--- config.mk ---
export PLATFORM = sky130hd
export DESIGN_NAME = pipe_ctrl
export DESIGN_NICKNAME = d
export VERILOG_FILES = /design/src/rtl/pipe_ctrl.sv
export SDC_FILE = /design/constraint.sdc
export NUM_CORES = 1
export LEC_CHECK = 0
export BUFFER_PORTS_ARGS = -buffer_cell sky130_fd_sc_hd__buf_2
export CAP_MARGIN = 20
export CORE_AREA = 2 2 107 109
export CTS_CLUSTER_DIAMETER = 100
export CTS_CLUSTER_SIZE = 24
export DETAILED_ROUTE_END_ITERATION = 16
export DIE_AREA = 0 0 109 111
export PLACE_DENSITY = 0.78
export SLEW_MARGIN = 20
export SYNTH_ARGS = -nofsm -noshare
export SYNTH_HDL_FRONTEND = slang
export SYNTH_SLANG_ARGS = --single-unit
--- constraint.sdc ---
create_clock -name i_clk -period 1.65 [get_ports i_clk]
set_input_delay 0.0825 -clock i_clk [delete_from_list [all_inputs] [get_ports i_clk]]
set_output_delay 0.0825 -clock i_clk [all_outputs]
set_load 0.005 [all_outputs]
--- src/rtl/pipe_ctrl.sv ---
// Pipeline sequencer for the 5-stage core: stall vector, branch flush, and
// arbitration of the single memory port between instruction fetch and MEM.
module pipe_ctrl #(
  parameter int ADDR_W = 32,
  parameter int DATA_W = 32
) (
  input  logic              i_clk,
  input  logic              i_rst,
  input  logic              i_if_req,
  input  logic [ADDR_W-1:0] i_if_addr,
  output logic              o_if_ack,
  output logic [DATA_W-1:0] o_if_rdata,
  input  logic              i_mem_req,
  input  logic              i_mem_we,
  input  logic [ADDR_W-1:0] i_mem_addr,
  input  logic [DATA_W-1:0] i_mem_wdata,
  output logic              o_mem_ack,
  output logic [DATA_W-1:0] o_mem_rdata,
  input  logic              i_id_stallreq,
  input  logic              i_ex_stallreq,
  input  logic              i_ex_branch,
  output logic              o_port_req,
  output logic              o_port_we,
  output logic [ADDR_W-1:0] o_port_addr,
  output logic [DATA_W-1:0] o_port_wdata,
  input  logic              i_port_ack,
  input  logic [DATA_W-1:0] i_port_rdata,
  output logic [5:0]        o_stall,
  output logic              o_flush,
  output logic [1:0]        o_state
);

  // Request/ack handshake: a requester raises req and holds it (with stable
  // fields) until it sees a one-cycle ack; port_ack only counts while port_req=1.
  typedef enum logic [1:0] {
    S_IDLE     = 2'd0,
    S_IF_BUSY  = 2'd1,
    S_MEM_BUSY = 2'd2,
    S_IF_DROP  = 2'd3
  } state_t;

  state_t              r_state;
  state_t              w_next;
  logic                r_port_req;
  logic                r_port_we;
  logic [ADDR_W-1:0]   r_port_addr;
  logic [DATA_W-1:0]   r_port_wdata;
  logic                w_mem_ack;
  logic                w_if_ack;
  logic                w_s_mem;
  logic                w_s_if;
  logic                w_flush;
  logic                w_load_mem;
  logic                w_load_if;
  logic [5:0]          w_stall;

  assign w_mem_ack = ~i_rst & i_port_ack & (r_state == S_MEM_BUSY);
  assign w_s_mem   = i_mem_req & ~w_mem_ack;
  // A branch behind an EX/MEM stall waits until EX advances.
  assign w_flush   = ~i_rst & i_ex_branch & ~w_s_mem & ~i_ex_stallreq;
  assign w_if_ack  = ~i_rst & i_port_ack & (r_state == S_IF_BUSY) & ~w_flush;
  assign w_s_if    = i_if_req & ~w_if_ack;

  always_comb begin
    w_stall = 6'b000000;
    if (i_rst)              w_stall = 6'b000000;
    else if (w_s_mem)       w_stall = 6'b011111;
    else if (i_ex_stallreq) w_stall = 6'b001111;
    else if (i_id_stallreq) w_stall = 6'b000111;
    else if (w_s_if)        w_stall = 6'b000011;
  end

  always_comb begin
    w_next     = r_state;
    w_load_mem = 1'b0;
    w_load_if  = 1'b0;
    case (r_state)
      S_IDLE: begin
        if (i_mem_req) begin
          w_next     = S_MEM_BUSY;
          w_load_mem = 1'b1;
        end else if (i_if_req && !w_flush) begin
          w_next    = S_IF_BUSY;
          w_load_if = 1'b1;
        end
      end
      S_IF_BUSY: begin
        if (i_port_ack)   w_next = S_IDLE;
        else if (w_flush) w_next = S_IF_DROP;
      end
      S_MEM_BUSY: if (i_port_ack) w_next = S_IDLE;
      S_IF_DROP:  if (i_port_ack) w_next = S_IDLE;
      default:    w_next = S_IDLE;
    endcase
  end

  always_ff @(posedge i_clk) begin
    if (i_rst) begin
      r_state      <= S_IDLE;
      r_port_req   <= 1'b0;
      r_port_we    <= 1'b0;
      r_port_addr  <= '0;
      r_port_wdata <= '0;
    end else begin
      r_state <= w_next;
      if (w_load_mem) begin
        r_port_req   <= 1'b1;
        r_port_we    <= i_mem_we;
        r_port_addr  <= i_mem_addr;
        r_port_wdata <= i_mem_wdata;
      end else if (w_load_if) begin
        r_port_req  <= 1'b1;
        r_port_we   <= 1'b0;
        r_port_addr <= i_if_addr;
      end else if (r_state != S_IDLE && i_port_ack) begin
        r_port_req <= 1'b0;
      end
    end
  end

  assign o_if_ack     = w_if_ack;
  assign o_if_rdata   = i_port_rdata;
  assign o_mem_ack    = w_mem_ack;
  assign o_mem_rdata  = i_port_rdata;
  assign o_port_req   = r_port_req;
  assign o_port_we    = r_port_we;
  assign o_port_addr  = r_port_addr;
  assign o_port_wdata = r_port_wdata;
  assign o_stall      = w_stall;
  assign o_flush      = w_flush;
  assign o_state      = r_state;

endmodule

==> flow_metrics.tcl, run 1 <==
set metrics [dict create \
    status "finished, final reports clean" \
    synth-seq-area-share_pct 39.5 \
    hold_violations 0 \
    ys_seq_elements 68 \
    multi_input_area_um2 1330 \
    routabilityCongestion 0.760 \
    grt_remaining_overflow 0 \
    finalSetupViolCount 0 \
    crit_slowest_cell "dfxtp_1" \
    antenna_found_initial 0 \
    grt_pass1_wl_mm 14.7 \
    slowest_delay_ns 0.31 \
    avgSynthCellArea_um2 9.62 \
    synth_top_area_share_pct 39.5 \
    totalPowerFinal_uw 4630 \
    cts_setup_buffers 0 \
    drive_above_1_share_pct 48.2 \
    rsz0062_at_grt "no" \
    drc 0 \
    r2r_end "o_port_addr[3]" \
    seqCellArea_um2 1360 \
    final_common_cell "buf_2" \
    syn_inst 358 \
    drt_first_pass_iters 4 \
    final_cell_mix "180 x buf_2, 68 x dfxtp_1, 37 x nor2_1" \
    num-nets-final 627 \
    synth_area_um2 3440 \
    grt_use_met1_pct 16.3 \
    rr_worst_depth 3 \
    grtUsageMet3_pct 2.88 \
    fp.dieW_um 109 \
    area_delta_synth_final_pct 32.0 \
    critPathCaptureType "output pin" \
    fin_skew_ns 0.00256 \
    peakVddDrop_uv 653 \
    holdCritStartpoint "i_mem_wdata[4]" \
    fillers 1060 \
    busiest_layer "met2" \
    worst_pin_slew_ns 0.502 \
    vias 2998 \
    synthTopCellsByArea "dfxtp_1 40%, buf_4 15%, a221oi_2 12%" \
    critical_path_class "flip-flop to output pin" \
    whs_path_depth 3 \
    clk_pin_slew_ns 0.05 \
    grt_util_met2_pct 28.8 \
    wire_per_inst_um 15.2 \
    drt_iter0_markers 113 \
    powerDensity_nw_per_um2 1020 \
    grt_max_degree 38 \
    post-dp-hpwl_mm 6.91 \
    reg2reg_from "o_state[1]" \
    rows 39 \
    pin_count 278 \
    grt_pass1_vias 3091 \
    synthFlopType "dfxtp_1" \
    antenna_cells 0 \
    cp-start-kind "flip-flop" \
    wirelength_mm 9.67 \
    max_slew_margin_pct 66.5 \
    insertion_delay_ns 0.32 \
    finalCriticalPeriod_ns 1.54 \
    synth_top_area_cell "dfxtp_1" \
    ant_nets 0 \
    worstPathRequired_ns 1.57 \
    cts_tree "built" \
    holdCritPathClass "input pin to flip-flop" \
    ys_async_sr_fraction_pct 0 \
    timing.final.crit_share_pct 93.2 \
    ys_types 29 \
    worstPathArrival_ns 1.46 \
    io_buffer_count 180 \
    syn_nets 495 \
    clock-sinks 68 \
    synth_enable_flop_cells 0 \
    viasPerCell 4.71 \
    min_to "o_port_wdata[4]" \
    cts_inserted_buffers 9 \
    cap_violations 0 \
    reg2reg_setup_slack_ns 0.19 \
    path_max_fanout 10 \
    critPathLaunch "o_state[0]" \
    yosysWarnings 0 \
    worstPathCellList "buf_4 -> nand4bb_4 -> a211oi_1 -> buf_2" \
    grt_usage_pct 15.7 \
    die_y_um 111 \
    cts_root_buf "clkbuf_16" \
    power.leakage_uw 0.00218 \
    max_freq_mhz 650 \
    slew_viol_final 0 \
    start_util_pct 31.1 \
    cts_buffer_depth 2 \
    core_um2 11100 \
    finalSetupTns_ns 0 \
    die_area_um2 12100 \
    htree_levels 3 \
]
how the worst max path moves through the flow:
| stage | slack (ns) | to | cells past startpoint |
|---|---|---|---|
| floorplan | 0.06 | o_port_addr[11] | 5 |
| global placement | 0.24 | o_port_addr[2] | 5 |
| detailed placement | 0.18 | o_port_addr[3] | 5 |
| CTS | 0.06 | o_stall[3] | 5 |
| global route | 0.02 | o_stall[0] | 5 |
| finish | 0.11 | o_flush | 4 |
stage by stage:
stage          cell area [µm²]  std cells  setup WS, ns  hold WS (ns)  utilization [%]
6_report                  4550        637         0.112       0.00837             41.0
5_1_grt                   4550        637        0.0227        0.0140             41.0
4_1_cts                   4530        637        0.0606       0.00113             40.9
3_5_place_dp              4030        599         0.175         0.165             36.4
3_3_place_gp              4030        599         0.237         0.165             36.4
2_1_floorplan             3440        358        0.0578         0.230                -
cell usage after synthesis (all sizes together) (2+ instances only):
cell type,count
a21oi,3
a221oi,32
buf,78
clkbuf,16
dfxtp,68
inv,36
mux2i,32
nand2,5
nand2b,2
nor2,37
nor3,3
nor4b,3
o22ai,32
layout make-up:
type	instances	area share, %
Tap cell	143	3.94
Timing Repair Buffer	215	28.0
Sequential cell	68	29.9
Clock inverter	2	0.220
Inverter	36	2.97
Multi-Input combinational cell	160	29.2
Clock buffer	13	5.73
critical path: cells and delay by family (launching register included):
kind | cells | cell delay (ns)
buf+inv | 2 | 0.33
flops | 1 | 0.31
compound gates | 1 | 0.27
simple gates | 1 | 0.22
report_power, final:
group	total [µW]	switching (µW)	internal, µW
logic	1010	503	503
clock network	1740	658	1090
registers	1880	80.6	1800
total	4630	1240	3390
cell families (layout without fill, tap and decap cells):
group	Yosys count	after routing	synth area share, %
compound gates	73	73	20.8
mux	32	32	9.30
flops	68	68	39.5
other cells	1	1	0.109
buf+inv	130	266	22.6
simple gates	54	54	7.63
metal layers:
metal	vias up	routed length [µm]
met3	37	643
met2	121	5110
met5	-	0
met4	0	294
li1	1452	-
met1	1388	3620
sequential cells by signal, indices dropped and copies added (netlist names):
name,count
o_state,2
o_port_wdata,32
o_port_we,1
o_port_req,1
o_port_addr,32
what timing repair did:
action,in CTS,in global routing
hold buffers,23,0
gates resized for setup,0,1
hold endpoints to repair,23,0
endpoints found under the setup margin,0,4
No activity file was read; power rests on OpenSTA's default activity.
==> run 2, diff against run 1 <==
- CORE_AREA: 2 2 107 109 -> 2 2 109 111
- CTS_BUF_LIST: not set -> sky130_fd_sc_hd__clkbuf_4
- DIE_AREA: 0 0 109 111 -> 0 0 111 113
- GPL_TIMING_DRIVEN: not set -> 0
- PLACE_DENSITY: 0.78 -> 0.75
==> run 2 against run 1 <==
Compared with the run above: first-iteration DRC count shrank 27%; clock-buffer cell count fell by 4; critical path depth up 1; utilization increased by 9.0 points; final area up 24%; sequential power about the same; clock power down 17%; flip-flop and latch count is the same; final cell count is 28% higher; worst setup slack worse by 0.10 ns; global-route usage rose by 0.80 points; hold slack improved by 0.015 ns; critical endpoint is now o_stall[1]; largest power group unchanged.
==> flow_metrics.tcl, run 2 (synthesis gave the netlist of run 1 again) <==
set metrics [dict create \
    status "finished, final reports clean" \
    ant_nets 0 \
    timing.final.crit_share_pct 99.3 \
    rsz0062_at_grt "yes" \
    p_seq_share_pct 40.9 \
    grt_pass1_vias 3487 \
    htree_levels 3 \
    power.leakage_uw 0.00284 \
    r2r_end "o_port_addr[22]" \
    final_cells 814 \
    critical_path_class "flip-flop to output pin" \
    grt_pass1_wl_mm 16.6 \
    finalSetupTns_ns 0 \
    area_delta_synth_final_pct 63.7 \
    holdCritPathClass "input pin to flip-flop" \
    die_y_um 113 \
    worst_pin_slew_ns 0.705 \
    reg2reg_setup_slack_ns 0.05 \
    final_cell_mix "247 x buf_2, 69 x buf_4, 66 x dfxtp_1" \
    final_common_cell "buf_2" \
    vias 3623 \
    post-dp-hpwl_mm 7.81 \
    fp.dieW_um 111 \
    fillers 1043 \
    grt_remaining_overflow 0 \
    cp-start-kind "flip-flop" \
    worstPathRequired_ns 1.57 \
    critPathCaptureType "output pin" \
    wirelength_mm 11.1 \
    routabilityCongestion 0.773 \
    min_to "o_port_addr[19]" \
    max_freq_mhz 610 \
    cts_root_buf "clkbuf_4" \
    hold_violations 0 \
    antenna_found_initial 0 \
    drt_first_pass_iters 4 \
    peakVddDrop_uv 450 \
    cts_inserted_buffers 9 \
    rr_worst_depth 4 \
    cts_tree "built" \
    crit_slowest_cell "dfxtp_4" \
    antenna_cells 0 \
    powerDensity_nw_per_um2 815 \
    rows 39 \
    clock-sinks 68 \
    power_frac_clock_pct 31.3 \
    wire_per_inst_um 13.6 \
    io_buffer_count 243 \
    slowest_delay_ns 0.39 \
    max_slew_margin_pct 53.0 \
    drt_iter0_markers 83 \
    worstPathArrival_ns 1.56 \
    cap_violations 0 \
    grt_max_degree 14 \
    finalSetupViolCount 0 \
    viasPerCell 4.45 \
    insertion_delay_ns 0.43 \
    power.share.switching_pct 28.6 \
    reg2reg_from "o_state[0]" \
    num-nets-final 803 \
    pin_count 278 \
    finalCriticalPeriod_ns 1.64 \
    slew_viol_final 0 \
    die_area_um2 12500 \
    p_int_uw 3280 \
    whs_path_depth 3 \
    holdCritStartpoint "i_if_addr[19]" \
    core_um2 11300 \
    power_frac_comb_pct 27.7 \
    dp_cells 744 \
    drc 0 \
    cts_buffer_depth 2 \
    clk_pin_slew_ns 0.14 \
    fin_skew_ns 0.0199 \
    drive_above_1_share_pct 56.2 \
    start_util_pct 30.5 \
    grt_usage_pct 16.5 \
    switchingPower_uw 1320 \
    totalPowerFinal_uw 4590 \
    worstPathCellList "nand4bb_4 -> nand2_4 -> a31oi_2 -> buf_4 -> buf_2" \
    path_max_fanout 6 \
]
run 2: cell count changes in the layout (fill, tap and decap cells not counted), moves of 9 or more:
cell	previous run	this run
buf_2	180	247
buf_4	8	69
clkbuf_1	2	13
clkbuf_16	9	0
clkbuf_4	0	13
dlygate4sd3_1	23	54
run 2: stage by stage:
step	utilization (%)	setup WS, ns	instance area [µm²]	hold WS, ns
floorplan	-	0.0578	3440	0.230
global placement	42.9	-0.279	4840	0.314
detailed placement	42.9	-0.274	4840	0.325
CTS	49.4	-0.0142	5570	0.00510
global route	50.0	-0.0730	5640	0.00245
finish	50.0	0.0108	5640	0.0235
run 2: worst max-delay path by stage:
stage | from | endpoint | slack (ns) | cells past startpoint
after floorplan | o_state[0] | o_port_addr[11] | 0.06 | 5
after CTS | o_state[0] | o_stall[1] | -0.01 | 5
after global placement | o_state[0] | o_port_addr[2] | -0.28 | 4
after global routing | o_state[0] | o_stall[1] | -0.07 | 5
after detailed placement | o_state[0] | o_port_addr[2] | -0.27 | 4
final | o_state[0] | o_stall[1] | 0.01 | 5
run 2: routing by layer:
layer | vias to the layer above | GRT usage (%) | routed length [µm]
li1 | 1804 | - | -
met1 | 1625 | 18.1 | 4320
met2 | 170 | 29.1 | 5530
met3 | 24 | 5.57 | 879
met4 | 0 | 7.25 | 323
met5 | - | 0 | 0
run 2: power groups by stage:
stage	combinational, µW	clock, µW	sequential [µW]
after floorplan	663	0	1930
after global placement	1160	0	1900
after detailed placement	1170	0	1910
after CTS	1260	1480	1880
after global routing	1390	1550	1900
final	1270	1440	1880
run 2: what timing repair did:
action | CTS | global route
pin swaps | 1 | 2
endpoints found under the setup margin | 67 | 16
setup buffers | 0 | 3
endpoints found under the hold margin | 51 | 2
hold buffers | 52 | 2
resized for setup | 6 | 12
run 2: cell type report:
| class | instances | area (µm²) | area share, % |
|---|---|---|---|
| Timing Repair Buffer | 300 | 1780 | 31.5 |
| Sequential cell | 68 | 1370 | 24.3 |
| Multi-Input combinational cell | 160 | 1350 | 23.9 |
| Buffer | 91 | 636 | 11.3 |
| Tap cell | 143 | 179 | 3.17 |
| Inverter | 36 | 135 | 2.40 |
| Clock inverter | 7 | 124 | 2.20 |
| Clock buffer | 9 | 67.6 | 1.20 |
run 2: critical path, delay by kind of cell (launching register included):
family | cells | cell delay (ns)
AOI/OAI and AO/OA | 1 | 0.11
buffers and inverters | 2 | 0.29
DFF | 1 | 0.39
and+or+nand+nor | 2 | 0.34
==> run 3, diff against run 2 <==
- CORE_AREA: 2 2 109 111 -> 2 2 108 110
- DIE_AREA: 0 0 111 113 -> 0 0 110 112
- PLACE_DENSITY: 0.75 -> 0.74
- clock period: 1.65 -> 1.85 ns (I/O delays scaled with it)
==> run 3 against run 2 <==
Compared with the run above: clock-buffer cell count stayed put; sequential share of layout area is 0.95 points higher; wire length is 1.8% lower; clock power fell by 43%; register-to-register slack better by 0.09 ns; utilization down 1.7 points; critical path depth is the same; clock skew fell by 0.0088 ns; final area down 4.2%; sequential power down 11%; power down 21%; first-iteration DRC count unchanged.
==> flow_metrics.tcl, run 3 (synthesis gave the netlist of run 1 again) <==
set metrics [dict create \
    ant_nets 0 \
    drt_iter0_markers 83 \
    peakVddDrop_uv 359 \
    grt_usage_pct 16.9 \
    fin_skew_ns 0.0111 \
    cts_buffer_depth 2 \
    rsz0062_at_grt "no" \
    die_area_um2 12300 \
    final_cells 801 \
    fillers 1087 \
    worstPathArrival_ns 2.03 \
    antenna_cells 0 \
    slew_viol_final 0 \
    dp_cells 744 \
    timing.final.crit_share_pct 92.7 \
    insertion_delay_ns 0.40 \
    cap_violations 0 \
    holdCritPathClass "input pin to flip-flop" \
    max_freq_mhz 583 \
    htree_levels 3 \
    rows 39 \
    grt_pass1_vias 3538 \
    core_um2 11200 \
    final_common_cell "buf_2" \
    path_max_fanout 10 \
    cts_inserted_buffers 9 \
    drt_first_pass_iters 4 \
    placed_area_um2 4840 \
    setup_slack_ns 0.136 \
    path_common_cell "buf_6" \
    reg2reg_setup_slack_ns 0.14 \
    finalSetupViolCount 0 \
    worst_pin_slew_ns 0.690 \
    cts_root_buf "clkbuf_4" \
    powerDensity_nw_per_um2 669 \
    max_slew_margin_pct 54.0 \
    drc 0 \
    cts_tree "built" \
    worstPathRequired_ns 2.17 \
    vias 3522 \
    grt_max_degree 13 \
    grt_pass1_wl_mm 16.2 \
    cp-start-kind "flip-flop" \
    wirelength_mm 10.9 \
    start_util_pct 30.8 \
    crit_slowest_cell "or4_4" \
    crit_buf_inv 3 \
    pin_count 278 \
    hold_violations 0 \
    critPathCaptureType "flip-flop" \
    clk_pin_slew_ns 0.12 \
    finalCriticalPeriod_ns 1.71 \
    worstPathCellList "clkbuf_4 -> or4_4 -> buf_6 -> buf_6 -> a221oi_2" \
    viasPerCell 4.40 \
    routabilityCongestion 0.721 \
    clock-sinks 68 \
    power.leakage_uw 0.00274 \
    antenna_found_initial 0 \
    final_area_um2 5400 \
    grt_remaining_overflow 0 \
    crit_family "simple AND/OR/NAND/NOR gates" \
    io_buffer_count 243 \
    final_cell_mix "250 x buf_2, 67 x buf_4, 67 x dfxtp_1" \
    slowest_delay_ns 0.54 \
    critical_path_class "flip-flop to flip-flop" \
    num-nets-final 790 \
    die_y_um 112 \
    post-dp-hpwl_mm 7.83 \
    drive_above_1_share_pct 56.7 \
    fp.dieW_um 110 \
    place_ws_ns -0.140 \
    status "finished, final reports clean" \
    area_delta_synth_final_pct 56.8 \
    wire_per_inst_um 13.5 \
    cts_setup_buffers 0 \
]
-- run 3: cell count changes in the layout (fill, tap and decap cells not counted), moves of 2 or more --
cell           delta
buf_2             +3
buf_4             -2
bufinv_16         -3
clkbuf_4          -3
clkinv_2          +4
dfxtp_4           -2
dlygate4sd3_1    -12
-- run 3: cell type report --
class	count	area, µm²	share of cell area, %
multi-input combinational	160	1330	24.7
buffer	93	643	11.9
sequential	68	1360	25.2
clock inverter	7	43.8	0.811
clock buffer	9	67.6	1.25
timing repair buffer	285	1640	30.3
inverter	36	135	2.50
tap	143	179	3.31
-- run 3: worst register-to-register path, stage by stage, from the launching register on --
cell and delay (ns):
dfxtp_1 0.33, clkbuf_4 0.18, or4_4 0.54, buf_6 0.16
buf_6 0.16, a221oi_2 0.26
-- run 3: power by group --
group / switching, µW / internal (µW) / total [µW]
Combinational: 508 / 604 / 1110
Clock: 559 / 268 / 827
Sequential: 66.1 / 1610 / 1670
-- run 3: final timing paths --
kind            startpoint         endpoint  depth (start not counted)
max             o_state[1]  o_port_addr[19]                          5
min          i_if_addr[19]  o_port_addr[19]                          3
max reg2reg     o_state[1]  o_port_addr[19]                          5
min reg2reg     o_port_req       o_port_req                          2
-- run 3: per-stage QoR --
stage | hold WS (ns) | setup TNS (ns) | util, % | total power (µW)
after floorplan | 0.240 | 0 | - | 2310
after global placement | 0.325 | -3.35 | 43.3 | 2730
after detailed placement | 0.337 | -3.55 | 43.3 | 2740
after CTS | 0.000514 | 0 | 47.9 | 3660
after global routing | 0.00162 | 0 | 48.3 | 3870
final | 0.0366 | 0 | 48.3 | 3610
-- run 3: metal layers --
metal	share of wire, %	vias to the layer above	global-route usage [%]
met2	52	168	31.6
met5	0	-	0
met3	7.5	21	5.33
li1	-	1778	-
met4	2.2	0	5.40
met1	38	1555	17.4
-- run 3: repair_timing --
item,CTS,global route
gates cloned,0,0
hold buffers,40,2
gates resized for setup,1,6
hold endpoints to repair,39,2
endpoints found under the setup margin,32,4
